==> config.mk <==
export PLATFORM = sky130hd
export DESIGN_NAME = hilo_acc_unit
export DESIGN_NICKNAME = d
export VERILOG_FILES = /design/src/rtl/hilo_acc_unit.sv
export SDC_FILE = /design/constraint.sdc
export NUM_CORES = 2
export LEC_CHECK = 0
export BUFFER_PORTS_ARGS = -buffer_cell sky130_fd_sc_hd__buf_2
export CAP_MARGIN = 40
export CORE_UTILIZATION = 36
export CTS_CLUSTER_SIZE = 20
export DETAILED_ROUTE_END_ITERATION = 8
export REMOVE_ABC_BUFFERS = 1
export SLEW_MARGIN = 15
export SYNTH_ARGS = -nofsm -noshare
export SYNTH_HDL_FRONTEND = slang
export SYNTH_SLANG_ARGS = --single-unit
==> constraint.sdc <==
create_clock -name clk -period 10.05 [get_ports clk]
set_input_delay 2.01 -clock clk [delete_from_list [all_inputs] [get_ports clk]]
set_output_delay 2.01 -clock clk [all_outputs]
set_load 0.01 [all_outputs]
==> src/rtl/hilo_acc_unit.sv <==
// HI/LO special-register unit: direct writes, 2-cycle multiply-accumulate,
// divider pending interlock, read forwarding and MFHI/MFLO stall generation.
module hilo_acc_unit #(
    parameter int unsigned DW     = 32,
    parameter int unsigned BYPASS = 1,
    parameter int unsigned ACC_EN = 1
) (
    input  logic          clk,
    input  logic          rst_n,
    input  logic          hi_we,
    input  logic [DW-1:0] hi_i,
    input  logic          lo_we,
    input  logic [DW-1:0] lo_i,
    input  logic          acc_valid,
    input  logic [1:0]    acc_op,
    input  logic [DW-1:0] acc_a,
    input  logic [DW-1:0] acc_b,
    input  logic          md_pend_set,
    input  logic          md_valid,
    input  logic [DW-1:0] md_hi,
    input  logic [DW-1:0] md_lo,
    input  logic          rd_req,
    output logic          issue_ready,
    output logic          rd_stall,
    output logic          busy,
    output logic [DW-1:0] hi_o,
    output logic [DW-1:0] lo_o
);

    typedef enum logic [1:0] {StIdle, StMul, StAdd, StMdWait} state_e;

    state_e          state_q, state_d;
    logic [DW-1:0]   hi_q, hi_d, lo_q, lo_d;
    logic [2*DW-1:0] prod_q, prod_d;
    logic [1:0]      op_q, op_d;
    logic [2*DW-1:0] ext_a, ext_b, acc_sum;
    logic            acc_go;

    assign acc_go = (ACC_EN != 0) && acc_valid && (state_q == StIdle);

    // Operands are sign-extended only for signed ops, so one 2*DW multiplier
    // yields the correct low 2*DW product bits for both MADD/MSUB and the U forms.
    assign ext_a   = {{DW{acc_op[0] & acc_a[DW-1]}}, acc_a};
    assign ext_b   = {{DW{acc_op[0] & acc_b[DW-1]}}, acc_b};
    assign acc_sum = op_q[1] ? ({hi_q, lo_q} - prod_q) : ({hi_q, lo_q} + prod_q);

    // Next-state: FSM transitions and HI/LO/product register updates.
    always_comb begin
        state_d = state_q;
        hi_d    = hi_q;
        lo_d    = lo_q;
        prod_d  = prod_q;
        op_d    = op_q;

        if (hi_we) hi_d = hi_i;
        if (lo_we) lo_d = lo_i;
        // Divider return overrides direct writes to either half.
        if (md_valid) begin
            hi_d = md_hi;
            lo_d = md_lo;
        end

        unique case (state_q)
            StIdle: begin
                if (acc_go) begin
                    prod_d  = ext_a * ext_b;
                    op_d    = acc_op;
                    state_d = StMul;
                end else if (md_pend_set) begin
                    state_d = StMdWait;
                end
            end
            StMul: state_d = StAdd;
            StAdd: begin
                // Accumulate result takes priority over any write this edge.
                {hi_d, lo_d} = acc_sum;
                state_d      = StIdle;
            end
            StMdWait: begin
                if (md_valid) state_d = StIdle;
            end
            default: state_d = StIdle;
        endcase
    end

    // State and architectural registers.
    always_ff @(posedge clk or negedge rst_n) begin
        if (!rst_n) begin
            state_q <= StIdle;
            hi_q    <= '0;
            lo_q    <= '0;
            prod_q  <= '0;
            op_q    <= '0;
        end else begin
            state_q <= state_d;
            hi_q    <= hi_d;
            lo_q    <= lo_d;
            prod_q  <= prod_d;
            op_q    <= op_d;
        end
    end

    // Read forwarding, status and decode stall.
    always_comb begin
        issue_ready = (state_q == StIdle);
        busy        = ~issue_ready;
        hi_o        = hi_q;
        lo_o        = lo_q;
        rd_stall    = 1'b0;
        if (BYPASS != 0) begin
            // Same-cycle write data is not forwarded in ADD: the ADD result wins.
            if (state_q != StAdd) begin
                if (md_valid) begin
                    hi_o = md_hi;
                    lo_o = md_lo;
                end else begin
                    if (hi_we) hi_o = hi_i;
                    if (lo_we) lo_o = lo_i;
                end
            end
            rd_stall = rd_req & ((state_q == StMul) || (state_q == StAdd) ||
                                 ((state_q == StMdWait) && !md_valid));
        end else begin
            rd_stall = rd_req & ((state_q != StIdle) | hi_we | lo_we | md_valid);
        end
    end

endmodule

==> flow_summary.toml <==
[clocking]
post_cts_buffers = 0
path_clk_slew_ns = 0.06
cts_tree = "built"
clock_latency_ns = 0.45
cts_htree_levels = 4
cts_resized = 0
clockRootBuffer = "clkbuf_16"
cts_buffer_depth = 2
clock_sinks = 131
holdBufCountCts = 0
cts_made_buffers = 17

[floorplan]
coreArea_um2 = 136100
dieHeight_um = 373.4
start_util_pct = 36.48
rows = 135
die_w_um = 373.4
ios = 269
die_area_um2 = 139500

[global_routing]
antenna_found_initial = 11
grt_pass1_wl_um = 235400
grt_overflow_total = 0
grt_use_total_pct = 21.55
grt_pass1_vias = 40970
grt_max_degree = 153

[place]
dp_hpwl_um = 128800
place_congestion = 0.9211
pre_cts_slack_ns = -0.08104
io_buffer_count = 268

[routing]
drt_iter0_drc = 2708
drc = 0
vias = 38850
drt_wl_total_um = 149000
wl_per_cell_um = 19.54
vias_per_cell = 5.097
first_pass_iters = 6
ant_nets = 0

[worst_hold_path]
min_from = "prod_q[28]"
hp-class = "reg -> reg"

[sta]
hold_viol = 0
final_max_slew_viol_count = 0
period_share_pct = 97.29
skew_ns = 0.01102
setup_viol = 0
relSlewSlack_pct = 45.89
worstMarginPinSlew_ns = 0.8042
worst_slack_ns = 0.2728
fmax_ghz = 0.1023
rsz0062_at_grt = "no"
min_period_ns = 9.777

[critical_path]
worst-path-buf-inv = 9
cp_common_cell = "fa_1"
crit_type = "in -> reg"
cpMaxStageDelayCell = "a21oi_1"
required_ns = 10.38
cp-end-kind = "flop"
worstReg2RegStart = "prod_q[16]"
slowest_delay_ns = 0.54
crit_family = "adder cells"
path_max_fanout = 12
crit_path_start = "acc_b[0]"
setup.worst_path.start_class = "input pin"
arrival_ns = 10.11

[yosys]
ys_top_cells_by_area = "fa_1 (45%), inv_1 (8.6%), ha_1 (7.1%)"
async_reset_ff_share_pct = 100.0
synthFlopType = "dfrtp_1"
ys_seq_area_share_pct = 6.600
netlist_instances = 5639
ys_warn_count = 0
synth_seq_cells = 131
synth_top_cell_by_area = "fa_1"
netlist_area_um2 = 49670
synth_edf_count = 0
synth.avg_cell_area_um2 = 8.808
synth_top_area_share_pct = 45.39
synth.distinct_cells = 81

[final_layout]
final_nets = 7437
drive_above_1_share_pct = 9.654
n_antenna_cell = 0
n_fill_cell = 13630
area_growth_pct = 10.04

[job]
max_cap_viol_count = 0

[outcome]
status = "completed"
==> layout make-up <==
class	count	area, µm²	share of cell area (%)
multi-input cells	4068	41000	75.02
inverters	1132	4249	7.775
flip-flops and latches	131	3279	6.000
repair buffers	479	3242	5.932
well taps	1781	2228	4.077
clock buffers	19	432.9	0.7921
clock inverters	13	221.5	0.4052
==> stage by stage <==
step / cell area [µm²] / utilization (%) / setup TNS (ns) / std cells / hold WS, ns
3_3_place_gp: 53890 / 39.58 / -0.2121 / 7586 / 0.5132
6_report: 54650 / 40.14 / 0 / 7623 / 0.5347
5_1_grt: 54650 / 40.14 / 0 / 7623 / 0.5773
3_5_place_dp: 54000 / 39.66 / -0.1394 / 7591 / 0.5258
2_1_floorplan: 48510 / - / 0 / 5331 / 0.4841
4_1_cts: 54650 / 40.14 / 0 / 7623 / 0.5399
==> cell families after synthesis <==
group | synth area share [%]
simple gates | 16.03
buf+inv | 10.89
fa+ha+maj | 52.44
compound gates | 9.286
xor+xnor | 3.225
mux | 1.534
flops | 6.600
==> registers in the layout, summed over array words and instances (netlist names) <==
| signal | flops |
|---|---|
| lo_q | 32 |
| prod_q | 64 |
| state_q | 2 |
| hi_q | 32 |
| op_q | 1 |
==> per-layer routing <==
| layer | track usage (%) | share of wire [%] | up-vias |
|---|---|---|---|
| met1 | 29.47 | 44 | 19870 |
| li1 | - | - | 17520 |
| met4 | 6.282 | 3.2 | 10 |
| met5 | 0 | 0.044 | - |
| met2 | 35.89 | 47 | 1261 |
| met3 | 2.416 | 5.9 | 196 |
==> final timing paths <==
kind | end | slack (ns) | cells after the start
worst max-delay path | prod_q[60] | 0.27 | 28
worst min-delay path | prod_q[28] | 0.53 | 2
worst max register to register | hi_q[25] | 4.80 | 18
worst min register to register | prod_q[28] | 0.53 | 2
max in group asynchronous | prod_q[33] | 7.32 | 3
min in group asynchronous | hi_q[22] | 1.54 | 1
==> layout by cell type (no fill, tap or decap), types with 9 or more instances in the layout <==
| master | n |
|---|---|
| mux2i_1 | 66 |
| inv_1 | 1132 |
| o21ai_0 | 121 |
| nor3_1 | 46 |
| buf_12 | 20 |
| fa_1 | 1126 |
| and3_1 | 42 |
| or3_1 | 19 |
| a31oi_1 | 25 |
| xor2_1 | 41 |
| a21o_1 | 199 |
| or4_1 | 11 |
| a21oi_1 | 219 |
| buf_2 | 267 |
| mux2_2 | 9 |
| nor2b_1 | 10 |
| a211oi_1 | 12 |
| dfrtp_1 | 130 |
| buf_4 | 188 |
| nand3_1 | 34 |
| nand2_1 | 805 |
| clkbuf_16 | 17 |
| or2_2 | 11 |
| o21a_1 | 16 |
| and2_1 | 368 |
| nor2_1 | 256 |
| nor3b_1 | 10 |
| o21bai_1 | 22 |
| nor4_1 | 10 |
| xnor2_1 | 140 |
| o31ai_1 | 9 |
| nand2b_1 | 17 |
| ha_1 | 279 |
| nand4_1 | 22 |
| o211ai_1 | 15 |
==> tightest hold or removal path, cell delays in order (launching register included) <==
cell,delay (ns)
dfrtp_1,0.37
nand2_1,0.06
o21ai_0,0.06
==> synth_stat cells (12+ instances only) <==
cell      instances
nor3_1           46
nand4_1          22
a31oi_1          25
a21o_1          199
dfrtp_1         131
a211oi_1         12
o21a_1           16
xor2_1           41
and3_1           42
or3_1            19
nand2_1         806
a21oi_1         219
nand3_1          34
o21bai_1         22
fa_1           1126
ha_1            280
o21ai_0         121
and2_1          368
inv_1          1132
clkbuf_1        293
mux2i_1          66
o211ai_1         15
nor2_1          256
xnor2_1         140
nand2b_1         17
buf_1            13
Power is left out: the tool's default activity adds up to more than one toggle a clock period on the data nets, which glitch-free logic cannot reach.
